### config.mk
export PLATFORM = sky130hd
export DESIGN_NAME = rx_cmd_seq
export DESIGN_NICKNAME = d
export VERILOG_FILES = /design/src/rtl/rx_cmd_seq_pkg.sv /design/src/rtl/rx_cmd_seq_fifo.sv /design/src/rtl/rx_cmd_seq.sv
export SDC_FILE = /design/constraint.sdc
export NUM_CORES = 1
export LEC_CHECK = 0
export CORE_MARGIN = 2
export CORE_UTILIZATION = 30
export CTS_BUF_LIST = sky130_fd_sc_hd__clkbuf_4 sky130_fd_sc_hd__clkbuf_8
export CTS_CLUSTER_DIAMETER = 40
export CTS_CLUSTER_SIZE = 30
export DETAILED_ROUTE_END_ITERATION = 16
export GPL_TIMING_DRIVEN = 0
export SLEW_MARGIN = 20
export SYNTH_ARGS = -nofsm -noshare
export SYNTH_HDL_FRONTEND = slang
export SYNTH_SLANG_ARGS = --single-unit
export TNS_END_PERCENT = 50
### constraint.sdc
create_clock -name clock -period 2.6 [get_ports clock]
set_input_delay 0.65 -clock clock [delete_from_list [all_inputs] [get_ports clock]]
set_output_delay 0.65 -clock clock [all_outputs]
set_load 0.03 [all_outputs]
### src/rtl/rx_cmd_seq_pkg.sv
// Shared types and constants for the remote-IO command sequencer:
// FSM states, link master register map and command word layout.
package rx_cmd_seq_pkg;

    typedef enum logic [1:0] {
        IDLE,
        ARMED,
        WACK,
        WAIT_RSP
    } state_t;

    localparam logic [1:0] LM_ADDR_CMD    = 2'd0;
    localparam logic [1:0] LM_ADDR_DELAY  = 2'd1;
    localparam logic [1:0] LM_ADDR_STREAM = 2'd2;

    localparam int CMD_READ_BIT = 20;
    localparam int CMD_ADDR_HI  = 19;
    localparam int CMD_ADDR_LO  = 16;
    localparam int CMD_DATA_HI  = 15;
    localparam int CMD_DATA_LO  = 0;
    localparam int REQ_W        = CMD_READ_BIT + 1;

    localparam int FRAME_LEN = 512;
    localparam int OFS_W     = $clog2(FRAME_LEN);

    localparam logic [OFS_W-1:0] WACK_OFS = OFS_W'(20);

    function automatic logic [31:0] pack_cmd(input logic rd,
                                             input logic [3:0] a,
                                             input logic [15:0] d);
        logic [31:0] w;
        w = '0;
        w[CMD_READ_BIT]            = rd;
        w[CMD_ADDR_HI:CMD_ADDR_LO] = a;
        w[CMD_DATA_HI:CMD_DATA_LO] = d;
        return w;
    endfunction

endpackage

### src/rtl/rx_cmd_seq_fifo.sv
// Synchronous power-of-two FIFO with full/empty flags; a push is still taken
// when full provided a pop happens in the same cycle.
module sync_fifo #(
    parameter int WIDTH = 8,
    parameter int DEPTH = 4
) (
    input  logic             clock,
    input  logic             reset_n,
    input  logic             push,
    input  logic [WIDTH-1:0] wr_data,
    input  logic             pop,
    output logic [WIDTH-1:0] rd_data,
    output logic             full,
    output logic             empty
);
    localparam int AW = $clog2(DEPTH);
    localparam logic [AW:0] FULL_CNT = (AW+1)'(DEPTH);

    logic [WIDTH-1:0] mem [DEPTH];
    logic [AW-1:0]    wr_ptr;
    logic [AW-1:0]    rd_ptr;
    logic [AW:0]      count;
    logic             do_push;
    logic             do_pop;

    assign do_pop  = pop && !empty;
    assign do_push = push && (!full || do_pop);
    assign full    = (count == FULL_CNT);
    assign empty   = (count == '0);
    assign rd_data = mem[rd_ptr];

    always_ff @(posedge clock) begin
        if (!reset_n) begin
            wr_ptr <= '0;
            rd_ptr <= '0;
            count  <= '0;
        end else begin
            if (do_push) wr_ptr <= wr_ptr + AW'(1);
            if (do_pop)  rd_ptr <= rd_ptr + AW'(1);
            case ({do_push, do_pop})
                2'b10:   count <= count + (AW+1)'(1);
                2'b01:   count <= count - (AW+1)'(1);
                default: count <= count;
            endcase
        end
    end

    // Storage carries data only, so it is left out of reset.
    always_ff @(posedge clock) begin
        if (do_push) mem[wr_ptr] <= wr_data;
    end

endmodule

### src/rtl/rx_cmd_seq.sv
// Host-side command sequencer: queues register requests, issues one per link
// frame to the link master, captures read data and forwards config writes.
import rx_cmd_seq_pkg::*;

module rx_cmd_seq #(
    parameter int FIFO_DEPTH = 4,
    parameter int ISSUE_OFS  = 2,
    parameter int RSP_LO     = 480,
    parameter int RSP_HI     = 511
) (
    input  logic        clock,
    input  logic        reset_n,
    input  logic        frame_sync,
    input  logic        req_valid,
    output logic        req_ready,
    input  logic        req_read,
    input  logic [3:0]  req_addr,
    input  logic [15:0] req_data,
    input  logic        cfg_valid,
    output logic        cfg_ready,
    input  logic [1:0]  cfg_addr,
    input  logic [31:0] cfg_data,
    output logic        wvalid,
    output logic [1:0]  addr,
    output logic [31:0] wdata,
    input  logic        rvalid,
    input  logic [31:0] rdata,
    output logic        rsp_valid,
    output logic [15:0] rsp_data,
    output logic        rsp_err
);
    localparam logic [OFS_W-1:0] ISSUE_AT  = OFS_W'(ISSUE_OFS);
    localparam logic [OFS_W-1:0] RSP_LO_AT = OFS_W'(RSP_LO);
    localparam logic [OFS_W-1:0] RSP_HI_AT = OFS_W'(RSP_HI);
    localparam logic [OFS_W-1:0] WIN_SPAN  = RSP_HI_AT - RSP_LO_AT;

    logic [OFS_W-1:0] cnt;
    logic [OFS_W-1:0] offset;
    logic             synced;
    state_t           state;
    state_t           state_nx;

    logic [REQ_W-1:0] head;
    logic [REQ_W-1:0] cmd;
    logic             fifo_full;
    logic             fifo_empty;
    logic             pop;
    logic             issue;
    logic             cfg_fire;
    logic             in_window;
    logic             rsp_fire;
    logic             rsp_err_nx;
    logic [15:0]      rsp_data_nx;
    logic             unused_rdata_hi;

    // The master's frame counter is 0 in the frame_sync cycle itself, so the
    // pulse overrides the local count combinationally.
    assign offset    = frame_sync ? '0 : cnt;
    assign in_window = (offset - RSP_LO_AT) <= WIN_SPAN;

    assign req_ready = !fifo_full;
    assign cfg_ready = !(state == ARMED && offset == ISSUE_AT);
    assign cfg_fire  = cfg_valid && cfg_ready &&
                       (cfg_addr == LM_ADDR_DELAY || cfg_addr == LM_ADDR_STREAM);

    assign unused_rdata_hi = ^rdata[31:16];

    sync_fifo #(
        .WIDTH (REQ_W),
        .DEPTH (FIFO_DEPTH)
    ) u_req_fifo (
        .clock   (clock),
        .reset_n (reset_n),
        .push    (req_valid && req_ready),
        .wr_data ({req_read, req_addr, req_data}),
        .pop     (pop),
        .rd_data (head),
        .full    (fifo_full),
        .empty   (fifo_empty)
    );

    always_comb begin
        state_nx    = state;
        pop         = 1'b0;
        issue       = 1'b0;
        rsp_fire    = 1'b0;
        rsp_err_nx  = 1'b0;
        rsp_data_nx = '0;
        case (state)
            IDLE: begin
                if (synced && !fifo_empty) begin
                    pop      = 1'b1;
                    state_nx = ARMED;
                end
            end
            ARMED: begin
                if (offset == ISSUE_AT) begin
                    issue    = 1'b1;
                    state_nx = cmd[CMD_READ_BIT] ? WAIT_RSP : WACK;
                end
            end
            WACK: begin
                if (offset == WACK_OFS) begin
                    rsp_fire = 1'b1;
                    state_nx = IDLE;
                end
            end
            WAIT_RSP: begin
                // A beat on the last window offset still counts as a capture.
                if (rvalid && in_window) begin
                    rsp_fire    = 1'b1;
                    rsp_data_nx = rdata[15:0];
                    state_nx    = IDLE;
                end else if (offset == RSP_HI_AT) begin
                    rsp_fire   = 1'b1;
                    rsp_err_nx = 1'b1;
                    state_nx   = IDLE;
                end
            end
            default: state_nx = IDLE;
        endcase
    end

    always_ff @(posedge clock) begin
        if (!reset_n) begin
            cnt       <= '0;
            synced    <= 1'b0;
            state     <= IDLE;
            wvalid    <= 1'b0;
            addr      <= '0;
            wdata     <= '0;
            rsp_valid <= 1'b0;
            rsp_data  <= '0;
            rsp_err   <= 1'b0;
        end else begin
            cnt    <= offset + OFS_W'(1);
            state  <= state_nx;
            wvalid <= issue || cfg_fire;
            if (frame_sync) synced <= 1'b1;
            if (issue) begin
                addr  <= LM_ADDR_CMD;
                wdata <= pack_cmd(cmd[CMD_READ_BIT], cmd[CMD_ADDR_HI:CMD_ADDR_LO],
                                  cmd[CMD_DATA_HI:CMD_DATA_LO]);
            end else if (cfg_fire) begin
                addr  <= cfg_addr;
                wdata <= cfg_data;
            end
            rsp_valid <= rsp_fire;
            rsp_data  <= rsp_data_nx;
            rsp_err   <= rsp_err_nx;
        end
    end

    always_ff @(posedge clock) begin
        if (pop) cmd <= head;
    end

endmodule

# == Word level (Yosys, flattened, before mapping) ==
# Memories as Yosys holds them, arrays and structs flattened. A register that Yosys moved wholly into a read port is not among the register bits.
# Index checks and enable logic that the tools add are counted.
# word_totals
memories,1
mem_bits_rw,84
out_inout_bits,55
ff_bits,72
word_cells,81
# classes
n_mux,21
magnitude_cmp,1
eq_ne,15
n_reduce_logical,22
bitwise,2
add_sub_neg,6
# memory_table
memory,depth,width,read_ports,rd_ports_with_merged_regs,wr,line,text
u_req_fifo.mem,4,21,1,1,1,rx_cmd_seq_fifo.sv:19,logic [WIDTH-1:0] mem [DEPTH];
# op_table
operator,count
$mux 21,2
$mux 1,10
$mux 2,5
$add 9x1->9 const B,1
$eq 9x2->1 const B,1
$eq 9x5->1 const B,1
$eq 9x9->1 const B,1
$le 9x5->1 const B,1
$mux 9,1
$sub 9x9->9 const B,1
$eq 2x2->1 const B,4
$logic_and 1x1->1,8
$pmux 2 s4,1
$eq 2x1->1 const B,3
$pmux 3 s2,1
$add 2x1->2 const B,2
$ne 2x2->1 const B,2
$reduce_and 4->1,1
$reduce_bool 2->1,2
$add 3x1->3 const B,1
$eq 3x3->1 const B,1
$logic_not 1->1,3
$logic_not 3->1,1
$logic_or 1x1->1,3
other kinds (9),10

# == Longest topological paths before layout ==
# Gate-level depths: netlist of run 1.
# logic_depth
word_depth,10
depth_mapped,11
ltp_nobuf,10

# == Hierarchy ==
# From an unflattened synthesis of run 1, not the netlist that was laid out.
# unflattened
cells_unflattened,502
area_unflattened_um2,6870.3
# modules_own_cells
module,cells_each,area_each_um2,instances,seq_area_each_um2
sync_fifo,169,3569.7,1,2702.6
rx_cmd_seq,333,3300.7,1,1931.9

# == Worst setup path after synthesis of run 1 ==
# No wires, ideal clock.
# synth_path
path_kind,input to output
from,in frame_sync
to,out cfg_ready
path_buffers,3
arrival_ns,1.805
slack_ns,0.145
path_stages,7
cell_sequence,buf_2 nor2b_1 ha_1 nand3_1 or2_1 buf_2 buf_6
# synth_between
elab_chain_cells,4
# synth_lines
item,line,text
from (decl),rx_cmd_seq.sv:13,"input logic frame_sync,"
$mux 9,rx_cmd_seq.sv:58,assign offset = frame_sync ? '0 : cnt;
$eq 9x2->1,rx_cmd_seq.sv:62,assign cfg_ready = !(state == ARMED && offset == ISSUE_AT);
$logic_and 1x1->1,rx_cmd_seq.sv:62,
$logic_not 1->1,rx_cmd_seq.sv:62,
to (decl),rx_cmd_seq.sv:20,"output logic cfg_ready,"
# Every way passes these cells.

# == Worst setup path in the final report of run 1 ==
# Ends and elaborated chain as after synthesis.

==> summary.txt, run 1 <==
Placed design
  – Global placement routability congestion: 0.8077
  – Inst Count DP: 877
  – IO Port Bufs: 131
  – Place WS: -1263 ps
  – Detailed placement HPWL: 10820 um

Drt
  – Routed WL: 14900 um
  – Drt pass-1 iters: 5
  – Vias: 4183
  – DRC viols: 0
  – Routed len/inst: 16.32 um
  – Initial DRC count: 235
  – Routed vias/inst: roughly 4.6
  – Antenna Nets Post-Route: 0

Synthesis
  – Top-area cell type share of the netlist area: 46.04%
  – Synth Warn #: 0
  – Post-synth top area cell: edfxtp_1
  – Post-Syn Area: 6849 sq um
  – Post-synth EDFFs: 105
  – Most common cell in the netlist: edfxtp_1
  – Post-Syn Instances: 461
  – Fraction of the yosys area taken by sequential cells: 67.08%
  – Top cells by count, synth: 105 x edfxtp_1, 72 x dfxtp_1, 32 x nand2_1, 23 x nor3_1
  – Synth Net Count: ~570
  – Synth area leaders: edfxtp_1 46%, dfxtp_1 21%, mux4_2 6.9%, a211oi_2 3.3%, mux2i_1 3.1%
  – Synth Flop Type: edfxtp_1
  – Ys async rst share: 0%
  – Syn avg cell area: 14.86 sq um
  – Seq cells post-synth: 177
  – Synth cell types: 48

Setup path
  – Req. time, crit path: 1950 ps
  – Type of origin of the critical path: input port
  – WP data arrival: roughly 1900 ps
  – Max FO, Critical Path: 5
  – Setup CP Type: input port to output pin
  – Worst Setup End Kind: output pin

Clock network
  – CTS tree: yes
  – CTS Hold Bufs: 0
  – Root Buffer: clkbuf_8
  – CTS Buffer Depth: 2
  – Clock slew at reported path FFs: 90 ps
  – Clock tree sinks: roughly 180
  – Clock buffer count from CTS: 17
  – H-Tree Level Count: 4
  – Clk_lat worst skew: between 400 and 500 ps

Die
  – IO Pins: 148
  – Die W: between 150 and 200 um
  – Core ar.: between 20000 and 25000 sq um
  – Initial Util: 30.44%
  – FP Rows: between 50 and 60
  – Die area: between 20000 and 25000 sq um
  – Die Ht: 155.1 um

Global routing
  – Total gr overflow: 0
  – Total GRT Usage: between 10% and 20%
  – Vias in the first global route: between 4000 and 5000
  – Initial antenna violation count: 1
  – First-pass GRT wire length: 23780 um
  – Largest net degree at the start of global routing: 22

STA
  – Slew headroom: 41.95%
  – Clk_skew: 16.37 ps
  – Final Hold Slack: around 460 ps
  – Setup_tns: 0 ps
  – Worst slew pin tran: 870.8 ps
  – Worst Setup Slack, final: 79.68 ps
  – RSZ-0062 raised after global routing: no
  – Max Freq: 396.8 MHz
  – Min Tclk post-route: 2520 ps
  – Final count of hold timing violations: 0
  – Setup Viol. Count Final: 0
  – Final Max Slew Viols: 0
  – Tcrit/Tclk final: 96.94%

Power
  – Final total power: just over 6 mW
  – VDD IR max: 0.0002889 V
  – Leakage: 3.076 nW
  – Pwr/cell area: around 690 nW/um^2

Hold path
  – HP Class: flip-flop to flip-flop

Final layout
  – Register area: 4596 sq um
  – Area grow syn2layout: 31.28%
  – Layout cells sized above 1: 15.95%
  – Non-Filler Instances: 913
  – Area occupied by multi-input gates: about 2200 sq um
  – Fin nets: roughly 700
  – Fill cells: approximately 2100

Job
  – Max_cap viols: 0

Outcome
  – Status: finished, final reports clean
==> worst paths after layout <==
kind                       start                  end  slack (ps)  cells past startpoint
max                   frame_sync            cfg_ready          80                      8
min                    wdata[29]            wdata[29]         460                      2
max reg2reg  u_req_fifo.count[2]  u_req_fifo.count[2]         170                      9
min reg2reg            wdata[29]            wdata[29]         460                      2
==> cell families (layout without fill, tap and decap cells) <==
logic type | after synthesis | after routing | share of synthesized area (%)
multiplexers | 42 | 42 | 9.974
AND/OR/NAND/NOR | 131 | 131 | 10.05
adder cells (fa/ha/maj) | 12 | 12 | 2.302
buffers and inverters | 34 | 200 | 2.320
flip-flops | 177 | 177 | 67.08
other | 0 | 1 | 0
XOR/XNOR | 12 | 12 | 1.535
AO/OA/AOI/OAI | 53 | 53 | 6.741
==> per-stage QoR <==
| stage | instance area, sq um | util [%] |
|---|---|---|
| detailed placement | 8522 | 37.87 |
| floorplan | 6849 | - |
| global route | 8989 | 39.94 |
| CTS | 8976 | 39.89 |
| finish | 8991 | 39.96 |
| global placement | 8517 | 37.85 |
==> layout make-up <==
cell class | instances | area share, %
inverter | 11 | 0.4592
clock buffer | 17 | 2.602
clock inverter | 15 | 1.642
multi-input combinational | 250 | 24.01
sequential | 177 | 51.11
timing repair buffer | 135 | 14.82
antenna | 1 | 0.02783
tap | 285 | 3.966
buffer | 22 | 1.364
==> cell usage in the layout (no fill, tap or decap), types with 2 or more instances in the layout <==
master	instances
mux2i_1	21
inv_8	2
clkdlybuf4s50_1	128
mux4_2	21
nor3_1	23
nor2_1	18
inv_6	4
and3_1	4
buf_2	6
and2_1	21
dfxtp_1	71
xnor2_1	7
buf_4	7
a21oi_1	19
clkinvlp_4	2
nand2_1	32
clkbuf_8	17
and4b_1	3
buf_6	2
a211oi_1	3
o21ai_0	2
and3_2	4
xor2_1	5
and3b_1	2
clkbuf_1	10
clkinv_8	3
ha_1	10
nand3_1	3
buf_1	2
a211oi_2	18
nand2b_1	2
inv_1	10
clkinv_1	2
nor2b_1	8
clkinv_4	2
edfxtp_1	105
==> power breakdown <==
part | leakage [nW] | internal (mW) | switching (mW)
combinational | 1.34 | 0.499 | 0.547
sequential | 1.55 | 3.29 | 0.103
clock | 0.187 | 0.705 | 1.07
total | 3.08 | 4.49 | 1.72
==> sequential cells by signal (all words and copies together), names as in the netlist <==
name,cells
cnt,9
state,2
rsp_valid,1
rsp_data,16
u_req_fifo.wr_ptr,2
u_req_fifo.count,3
wvalid,1
cmd,21
rsp_err,1
u_req_fifo.mem,84
synced,1
addr,2
wdata,32
u_req_fifo.rd_ptr,2
==> layer usage <==
layer | wire (um) | track usage, %
met2 | 7249 | 22.01
met1 | 6436 | 15.62
met3 | 1009 | 4.011
met4 | 208 | 4.277
met5 | 0 | 0
==> critical path: stages <==
cell,delay (ps)
buf_2,160
buf_6,140
nand2b_4,140
ha_4,150
nand3_4,90
or2_1,250
buf_8,130
buf_4,160
==> what timing repair did <==
item	in CTS	in global routing
cloned	0	0
endpoints found under the setup margin	15	3
pin swaps	1	1
buffers inserted	4	0
gates resized for setup	22	5
No activity file was read; power rests on OpenSTA's default activity.
==> inputs of run 2 (changes only) <==
- ABC_AREA: unset -> 0
==> results of run 2 <==
Same layout as run 1: the final DEF is identical, and so are final timing and power.
